==> src/rtl/reg_file_mp_if.sv <==
// Bus bundle for reg_file_mp: read ports, two write-back ports, issue port and status outputs.
interface reg_file_mp_if #(
  parameter int DSIZE = 16,
  parameter int RSIZE = 4,
  parameter int NREAD = 2
);
  logic [NREAD*RSIZE-1:0] RAddr;
  logic [NREAD-1:0]       Ren;
  logic [NREAD*DSIZE-1:0] RData;
  logic [NREAD-1:0]       Hazard;
  logic [RSIZE-1:0]       WAddrA;
  logic [DSIZE-1:0]       WDataA;
  logic                   WenA;
  logic [RSIZE-1:0]       WAddrB;
  logic [DSIZE-1:0]       WDataB;
  logic                   WenB;
  logic [RSIZE-1:0]       IssueAddr;
  logic                   IssueEn;
  logic [2**RSIZE-1:0]    Busy;
  logic                   WConflict;

  modport master (
    output RAddr, Ren, WAddrA, WDataA, WenA, WAddrB, WDataB, WenB, IssueAddr, IssueEn,
    input  RData, Hazard, Busy, WConflict
  );

  modport slave (
    input  RAddr, Ren, WAddrA, WDataA, WenA, WAddrB, WDataB, WenB, IssueAddr, IssueEn,
    output RData, Hazard, Busy, WConflict
  );
endinterface

==> src/rtl/reg_file_mp.sv <==
// Multi-port register file with dual write-back, busy scoreboard and registered reads.
// Optional macro RF_BYPASS_EN enables write-to-read forwarding and the Hazard same-cycle discount.
module reg_file_mp #(
  parameter int DSIZE    = 16,
  parameter int RSIZE    = 4,
  parameter int NREAD    = 2,
  parameter int ZERO_REG = 1
) (
  input  logic          Clock,
  input  logic          Reset,
  reg_file_mp_if.slave  rf
);
  localparam int DEPTH = 2**RSIZE;
  localparam logic ZR  = (ZERO_REG != 0);

  logic [DEPTH-1:0][DSIZE-1:0] mem_q;
  logic [NREAD-1:0][DSIZE-1:0] rdata_q, rdata_d;
  logic [NREAD-1:0]            hazard_q, hazard_d;
  logic [DEPTH-1:0]            busy_q, busy_d;
  logic                        conflict_q, conflict_d;
  logic                        eff_a, eff_b;
  logic [RSIZE-1:0]            raddr [NREAD];

  always_comb begin
    eff_a      = rf.WenA && !(ZR && (rf.WAddrA == '0));
    eff_b      = rf.WenB && !(ZR && (rf.WAddrB == '0));
    conflict_d = eff_a && eff_b && (rf.WAddrA == rf.WAddrB);
  end

  // Issue is applied after the write clears so a same-cycle reissue stays pending.
  always_comb begin
    busy_d = busy_q;
    if (eff_a) busy_d[rf.WAddrA] = 1'b0;
    if (eff_b) busy_d[rf.WAddrB] = 1'b0;
    if (rf.IssueEn && !(ZR && (rf.IssueAddr == '0))) busy_d[rf.IssueAddr] = 1'b1;
    if (ZR) busy_d[0] = 1'b0;
  end

  always_comb begin
    for (int unsigned i = 0; i < NREAD; i++) begin
      raddr[i] = rf.RAddr[i*RSIZE +: RSIZE];
    end
  end

  always_comb begin
    rdata_d  = rdata_q;
    hazard_d = hazard_q;
    for (int unsigned i = 0; i < NREAD; i++) begin
      if (rf.Ren[i]) begin
`ifdef RF_BYPASS_EN
        if (ZR && (raddr[i] == '0))                rdata_d[i] = '0;
        else if (eff_b && (rf.WAddrB == raddr[i])) rdata_d[i] = rf.WDataB;
        else if (eff_a && (rf.WAddrA == raddr[i])) rdata_d[i] = rf.WDataA;
        else                                       rdata_d[i] = mem_q[raddr[i]];
        hazard_d[i] = busy_q[raddr[i]] &&
                      !((eff_a && (rf.WAddrA == raddr[i])) || (eff_b && (rf.WAddrB == raddr[i])));
`else
        if (ZR && (raddr[i] == '0)) rdata_d[i] = '0;
        else                        rdata_d[i] = mem_q[raddr[i]];
        hazard_d[i] = busy_q[raddr[i]];
`endif
      end
    end
  end

  always_ff @(posedge Clock or negedge Reset) begin
    if (!Reset) begin
      mem_q      <= '0;
      rdata_q    <= '0;
      hazard_q   <= '0;
      busy_q     <= '0;
      conflict_q <= 1'b0;
    end else begin
      // B is assigned last so it wins a same-address dual write.
      if (eff_a) mem_q[rf.WAddrA] <= rf.WDataA;
      if (eff_b) mem_q[rf.WAddrB] <= rf.WDataB;
      rdata_q    <= rdata_d;
      hazard_q   <= hazard_d;
      busy_q     <= busy_d;
      conflict_q <= conflict_d;
    end
  end

  assign rf.RData     = rdata_q;
  assign rf.Hazard    = hazard_q;
  assign rf.Busy      = busy_q;
  assign rf.WConflict = conflict_q;
endmodule

==> src/flat_wrapper.sv <==
// flat-port wrapper written by rule: the top's interface ports become plain ports
module reg_file_mp_flat 
#(
  parameter int DSIZE    = 16,
  parameter int RSIZE    = 4,
  parameter int NREAD    = 2,
  parameter int ZERO_REG = 1
)
  (Clock, Reset, rf_RAddr, rf_Ren, rf_WAddrA, rf_WDataA, rf_WenA, rf_WAddrB, rf_WDataB, rf_WenB, rf_IssueAddr, rf_IssueEn, rf_RData, rf_Hazard, rf_Busy, rf_WConflict);
  reg_file_mp_if #(.DSIZE(DSIZE), .RSIZE(RSIZE), .NREAD(NREAD)) rf_i ();
  input  logic Clock;
  input  logic Reset;
  input wire logic [$bits(rf_i.RAddr)-1:0] rf_RAddr;
  input wire logic [$bits(rf_i.Ren)-1:0] rf_Ren;
  input wire logic [$bits(rf_i.WAddrA)-1:0] rf_WAddrA;
  input wire logic [$bits(rf_i.WDataA)-1:0] rf_WDataA;
  input wire logic [$bits(rf_i.WenA)-1:0] rf_WenA;
  input wire logic [$bits(rf_i.WAddrB)-1:0] rf_WAddrB;
  input wire logic [$bits(rf_i.WDataB)-1:0] rf_WDataB;
  input wire logic [$bits(rf_i.WenB)-1:0] rf_WenB;
  input wire logic [$bits(rf_i.IssueAddr)-1:0] rf_IssueAddr;
  input wire logic [$bits(rf_i.IssueEn)-1:0] rf_IssueEn;
  output wire logic [$bits(rf_i.RData)-1:0] rf_RData;
  output wire logic [$bits(rf_i.Hazard)-1:0] rf_Hazard;
  output wire logic [$bits(rf_i.Busy)-1:0] rf_Busy;
  output wire logic [$bits(rf_i.WConflict)-1:0] rf_WConflict;
  assign rf_i.RAddr = rf_RAddr;
  assign rf_i.Ren = rf_Ren;
  assign rf_i.WAddrA = rf_WAddrA;
  assign rf_i.WDataA = rf_WDataA;
  assign rf_i.WenA = rf_WenA;
  assign rf_i.WAddrB = rf_WAddrB;
  assign rf_i.WDataB = rf_WDataB;
  assign rf_i.WenB = rf_WenB;
  assign rf_i.IssueAddr = rf_IssueAddr;
  assign rf_i.IssueEn = rf_IssueEn;
  assign rf_RData = rf_i.RData;
  assign rf_Hazard = rf_i.Hazard;
  assign rf_Busy = rf_i.Busy;
  assign rf_WConflict = rf_i.WConflict;
  reg_file_mp #(.DSIZE(DSIZE), .RSIZE(RSIZE), .NREAD(NREAD), .ZERO_REG(ZERO_REG)) u_core (.Clock(Clock), .Reset(Reset), .rf(rf_i));
endmodule
==> config.mk <==
export PLATFORM = sky130hd
export DESIGN_NAME = reg_file_mp_flat
export DESIGN_NICKNAME = d
export VERILOG_FILES = /design/src/rtl/reg_file_mp_if.sv /design/src/rtl/reg_file_mp.sv /design/src/flat_wrapper.sv
export SDC_FILE = /design/constraint.sdc
export NUM_CORES = 1
export LEC_CHECK = 0
export ABC_AREA = 1
export CELL_PAD_IN_SITES_DETAIL_PLACEMENT = 1
export CELL_PAD_IN_SITES_GLOBAL_PLACEMENT = 2
export CORE_AREA = 2 2 240 242
export CTS_BUF_LIST = sky130_fd_sc_hd__clkbuf_8 sky130_fd_sc_hd__clkbuf_16
export DETAILED_ROUTE_END_ITERATION = 10
export DIE_AREA = 0 0 242 244
export GPL_ROUTABILITY_DRIVEN = 0
export PLACE_DENSITY_LB_ADDON = 0.1
export SLEW_MARGIN = 40
export SYNTH_ARGS = -nofsm -noshare
export SYNTH_HDL_FRONTEND = slang
export SYNTH_SLANG_ARGS = --single-unit
==> constraint.sdc <==
create_clock -name Clock -period 1.3 [get_ports Clock]
set_clock_uncertainty 0.2 [all_clocks]
set_input_delay 0.325 -clock Clock [delete_from_list [all_inputs] [get_ports Clock]]
set_output_delay 0.325 -clock Clock [all_outputs]
set_load 0.01 [all_outputs]
==> impl_results.md, run 1 <==
- Status: finished, violations left
- Violated checks: negative setup slack
- CTS tree: built
- Vias post-DR: 25,300
- TritonCTS Buffers: 42
- Synthesized net count: 2,900
- Fillers: 6,713
- Rows: 87
- Worst R2R End: u_core.rf.RData[14]
- Core footprint: 56,200 um^2
- Final Hold Fails: 0
- Setup_tns: -20.91 ns
- Reg2reg start: u_core.mem_q[14]
- Synth area leaders: dfrtp_1 40%, nand2_1 21%, nand3_1 8.0%, o211ai_1 6.3%, o21ai_0 5.7%
- Placed insts: 3,970
- Die Footprint: 59,000 um^2
- Max Slew Vio Count: 0
- Hold Crit Class: input pin to register
- Net count reported at finish: 3,478
- Most instantiated cells after synthesis: 1,061 x nand2_1, 306 x dfrtp_1, 305 x nand3_1
- CTS root buf: clkbuf_16
- Slowest cell on the critical path: dfrtp_2
- Post-DP Area: 25,600 um^2
- Port Buf Inserts: 108
- Setup slack at placement: -1.05 ns
- Max incr delay on CP: 0.48 ns
- Final min period: 1.73 ns
- Most numerous cell in the Yosys netlist: nand2_1
- Crit-path leading delay family: flip-flops
- Post-synthesis adder-cell area fraction: 0%
- Final WS setup: -0.425 ns
- Number of cells on the critical path: 1
- Reg clk slew, reported paths: 0.06 ns
- Pwr dens: 1310 nW/um^2
- Number of synthesized flops with an enable pin: 0
- Final WL: 130,000 um
- Post-synthesis cell area: 19,000 um^2
- Detailed Route Iter0 Violations: 2,980
- Synth area leader: dfrtp_1
- Setup crit end: rf_RData[14]
- Post-synthesis mux area share: 0%
- Pin count of the biggest net entering global routing: 60
- Layout cells sized above 1: 36.3%
- Die X: 242 um
- Chip height: 244 um
- P&R area growth vs syn: 62.0%
- Hpwl dp: 74,000 um
- Synth Instances: 2,841
- Largest family of logic cells by synthesized area: simple AND/OR/NAND/NOR gates
- Clk Latency, worst-skew pair: 0.59 ns
- Seq/Total Area, Yosys: 40.3%
- Synth Area in Compound Gates: 17.5%
- Async set-reset flop share out of synthesis: 100%
- Worst VDD drop: 0.000942 V
- Seq. cell area: 7670 um^2
- Fmax: 580 MHz
- Crit Path Category: register to primary output
- Fin cells: 4,202
- Routed length per instance: 30.9 um
- Crit. End Element: primary output
- Lkg Pwr: 15.2 nW
- Crit path from: u_core.rf.RData[14]
- R2R Setup Slk: -0.27 ns
- RSZ-0062 raised after global routing: yes
- Worst reg2reg path depth: 10
- Final number of setup-violating endpoints: 110
- Initial Util: 33.8%
- 1st-pass router iterations: 6
- Crit path max fanout: 2
- Syn. warnings: 0
- Clk buf depth: 3
- Syn_area_per_cell: 6.69 um^2
- Netlist cell types: 27
- Worst EP arrival: 1.20 ns
- Top-area cell type share of the netlist area: 40.3%
- Max cap viols: 0
- First-pass GRT wire length: 175,000 um
- GRT Residual Overflow: 0
- Period utilization: 133%
- Crit-path cells: buf_6
- Post-route ant nets: 0
- DRC viols: 0
- Simple-gate share of the synthesized area: 32.6%
- Via-to-Cell Ratio: 6.03
- Area of the multi-input gates: 11,200 um^2
- Startpoint class of the critical path: register
- Vias in the first global route: 25,400
- CTS Sinks: 306
- Synth Flop Type: dfrtp_1
- FF+latch count, synth: 306
- Xor/xnor share of the synthesized area: 0%
- Final instance area: 30,800 um^2
- H-tree lvl count: 2
- WP buf/inv: 1
- Crit path required time: 0.77 ns
- GRT Util Overall: 40.7%
- Initial antenna violation count: 9
- Ports: 110
==> stage by stage <==
stage               power, mW  utilization (%)  hold slack (ns)
global route             42.0             54.8           0.0232
floorplan                19.1                -           -0.171
CTS                      38.7             51.7           0.0173
global placement         25.5             45.6          -0.0262
finish                   40.4             54.8          0.00501
detailed placement       26.0             45.6          -0.0245
==> metal layers <==
layer  global-route usage (%)  vias to the layer above  share of wire, %
met1                     52.0                    12700                38
met2                     62.3                     1663                42
met4                     23.4                       10               7.8
met5                        0                        -             0.053
met3                     10.9                      527                12
li1                         -                    10500                 -
==> cells by family after synthesis <==
group / Yosys count
AND/OR/NAND/NOR: 1519
AO/OA/AOI/OAI: 546
buffers and inverters: 469
other: 1
flip-flops: 306
==> layout make-up <==
cell class,count,area share [%]
well taps,756,3.07
clock buffers,50,3.81
multi-input cells,2066,36.4
repair buffers,766,28.3
flip-flops and latches,306,24.9
clock inverters,18,0.422
inverters,237,3.15
diodes,3,0.0244
==> flip-flops by register name (all words and copies together) (netlist names) <==
signal / cells
u_core.mem_q: 256
u_core.rf.RData: 32
u_core.rf.Busy: 15
u_core.rf.Hazard: 2
u_core.rf.WConflict: 1
==> how the worst min path moves through the flow <==
stage	start	end	slack [ns]	depth (start not counted)
floorplan	Reset	u_core.mem_q[0]	-0.17	0
global placement	Reset	u_core.mem_q[6]	-0.03	1
detailed placement	Reset	u_core.mem_q[6]	-0.02	1
CTS	rf_WAddrB[2]	u_core.rf.WConflict	0.02	5
global route	rf_WenA	u_core.rf.WConflict	0.02	4
finish	rf_WenA	u_core.rf.WConflict	0.005	4
==> cell usage in the layout, fill, tap and decap left out, types with 11 or more instances in the layout <==
cell	instances
nand3_2	129
a21oi_2	12
buf_16	26
clkbuf_16	55
inv_1	109
dfrtp_1	299
nand3_4	15
buf_12	132
o21a_1	30
nand2_4	22
buf_6	80
a21oi_1	25
clkdlybuf4s50_1	39
buf_2	28
nand3_1	161
o21ai_1	121
buf_4	422
a31oi_1	23
o21ai_0	101
inv_2	115
nor2_4	21
nand4_1	11
o22ai_1	62
nand2_2	107
nand2_1	927
o211ai_1	160
nor2_1	104
==> where the power goes <==
| group | switching [mW] | internal, mW |
|---|---|---|
| Combinational | 8.46 | 7.09 |
| Sequential | 1.63 | 11.7 |
| Clock | 4.85 | 6.71 |
| Total | 14.9 | 25.5 |
==> repair_timing <==
action / CTS / global route
endpoints found under the setup margin: 339 / 240
pin swaps: 154 / 184
gates cloned: 29 / 12
buffers inserted: 69 / 59
hold buffers: 6 / 2
resized for setup: 611 / 326
hold endpoints to repair: 307 / 6
No activity file was read; power rests on OpenSTA's default activity.
==> inputs of run 2 (changes only) <==
- CORE_AREA: 2 2 240 242 -> 4 4 242 244
- DIE_AREA: 0 0 242 244 -> 0 0 246 248
==> impl_results.md, run 2 (same netlist as run 1, synthesis figures left out) <==
- Status: finished, violations left (unchanged)
- Violated checks: negative setup slack (unchanged)
- Placed insts: 3,964 (was 3,970)
- Vias post-DR: 24,500 (was 25,300)
- Final WS setup: -0.423 ns (was -0.425 ns)
- Most frequent cells in the layout: 921 x nand2_1, 400 x buf_4, 297 x dfrtp_1, 184 x nand3_1, 160 x o211ai_1 (was 927 x nand2_1, 422 x buf_4, 299 x dfrtp_1, 161 x nand3_1, 160 x o211ai_1)
- Net count reported at finish: 3,444 (was 3,478)
- Metal-1 WL: 48,800 um (was 49,300 um)
- TritonCTS Buffers: 41 (was 42)
- Crit path max fanout: 2 (unchanged)
- Pin count of the biggest net entering global routing: 40 (was 60)
- Worst VDD drop: 0.000888 V (was 0.000942 V)
- Hpwl dp: 73,200 um (was 74,000 um)
- CTS Sinks: 306 (unchanged)
- Final WL: 122,000 um (was 130,000 um)
- Ports: 110 (unchanged)
- Hold Crit Class: input pin to register (unchanged)
- Slowest cell on the critical path: dfrtp_2 (unchanged)
- P&R area growth vs syn: 58.6% (was 62.0%)
- Commonest non-fill, non-tap cell in the layout: nand2_1 (unchanged)
- Die X: 246 um (was 242 um)
- Max cap viols: 0 (unchanged)
- Largest register by flop count: u_core.mem_q (unchanged)
- Crit. End Element: primary output (unchanged)
- Detailed Route Iter0 Violations: 2,780 (was 2,980)
- First-pass GRT wire length: 168,000 um (was 175,000 um)
- GRT Residual Overflow: 0 (unchanged)
- Post-route ant nets: 0 (unchanged)
- Fmax: 580 MHz (about the same)
- Setup slack at placement: -1.07 ns (was -1.05 ns)
- Fillers: 6,785 (was 6,713)
- Max incr delay on CP: 0.47 ns (was 0.48 ns)
- WP buf/inv: 1 (unchanged)
- Final Hold Fails: 0 (unchanged)
- Met3 routed wirelength: 12,300 um (was 15,800 um)
- DR WL met2: 53,300 um (was 54,500 um)
- Via-to-Cell Ratio: 5.87 (was 6.03)
- CTS tree: built (unchanged)
- 1st-pass router iterations: 5 (was 6)
- RSZ-0062 raised after global routing: yes (unchanged)
- Startpoint class of the critical path: register (unchanged)
- Routed length per instance: 29.2 um (was 30.9 um)
- GRT Util Overall: 37.4% (was 40.7%)
- Vias in the first global route: 24,600 (was 25,400)
- H-tree lvl count: 2 (unchanged)
- Final min period: 1.72 ns (was 1.73 ns)
- Max reg flops: 256 (unchanged)
- Reg clk slew, reported paths: 0.06 ns (about the same)
- DRC viols: 0 (unchanged)
- Rows: 87 (unchanged)
- Pwr Total: 40.1 mW (was 40.4 mW)
- Initial Util: 33.8% (about the same)
- Crit path required time: 0.77 ns (about the same)
- Fin cells: 4,175 (was 4,202)
- Max Used Layer: met5 (unchanged)
- Initial antenna violation count: 3 (was 9)
- Core footprint: 56,300 um^2 (was 56,200 um^2)
- Chip height: 248 um (was 244 um)
- Clk buf depth: 3 (unchanged)
- Max Slew Vio Count: 0 (unchanged)
- Lkg Pwr: 14.9 nW (was 15.2 nW)
- Clk Latency, worst-skew pair: 0.59 ns (about the same)
- Final number of setup-violating endpoints: 111 (was 110)
- Worst EP arrival: 1.20 ns (about the same)
- Layout cells sized above 1: 35.9% (was 36.3%)
- Pwr dens: 1330 nW/um^2 (was 1310 nW/um^2)
- Crit-path leading delay family: flip-flops (unchanged)
- Die Footprint: 61,000 um^2 (was 59,000 um^2)
- Crit Path Category: register to primary output (unchanged)
- Port Buf Inserts: 108 (unchanged)
- Crit-path cells: buf_6 (unchanged)
- Period utilization: 133% (about the same)
- CTS root buf: clkbuf_16 (unchanged)
run 2: final timing paths:
check | from | end | slack (ns) | cells after the start
worst min register to register | u_core.mem_q[5] | u_core.mem_q[5] | 0.20 | 0
worst min-delay path | rf_WAddrB[1] | u_core.rf.WConflict | 0.02 | 4
worst max-delay path | u_core.rf.RData[14] | rf_RData[14] | -0.42 | 1
max in group asynchronous | Reset | u_core.mem_q[8] | 0.25 | 3
min in group asynchronous | Reset | u_core.mem_q[246] | 0.09 | 3
worst max register to register | u_core.rf.Busy[14] | u_core.rf.Hazard[0] | -0.21 | 8
run 2: what timing repair did:
item,4_1_cts,5_1_grt
setup buffers,70,46
endpoints found under the setup margin,339,329
pin swaps,162,160
gates resized for setup,612,331
hold buffers,5,0
endpoints found under the hold margin,307,0
gates cloned,16,13
run 2: per-layer routing:
metal,vias up,GRT usage [%]
met5,-,0
met4,4,17.1
met3,404,9.10
met2,1360,58.2
met1,12300,49.3
li1,10400,-
run 2: cell type report:
cell class                      count  area (um^2)  share of cell area, %
Antenna cell                        5         12.5                 0.0415
Multi-Input combinational cell   2066        11200                   37.1
Tap cell                          756          946                   3.14
Timing Repair Buffer              733         8030                   26.6
Clock buffer                       55         1240                   4.12
Inverter                          237          971                   3.22
Clock inverter                     17          103                  0.340
Sequential cell                   306         7670                   25.4
run 2: metrics by stage:
| step | instance area (um^2) | hold slack [ns] | utilization (%) | setup TNS (ns) |
|---|---|---|---|---|
| 3_3_place_gp | 25500 | -0.0711 | 45.2 | -256.63 |
| 6_report | 30200 | 0.0244 | 53.6 | -19.78 |
| 5_1_grt | 30100 | 0.0356 | 53.6 | -23.39 |
| 3_5_place_dp | 25500 | -0.0731 | 45.2 | -270.26 |
| 4_1_cts | 28600 | 0.0216 | 50.9 | -19.77 |
| 2_1_floorplan | 20000 | -0.171 | - | -49.93 |
run 2: power by group:
part           total (mW)  switching [mW]  internal (mW)
Sequential           13.3            1.60           11.7
Clock                11.6            4.78           6.83
Combinational        15.2            8.18           6.99
Total                40.1            14.6           25.5
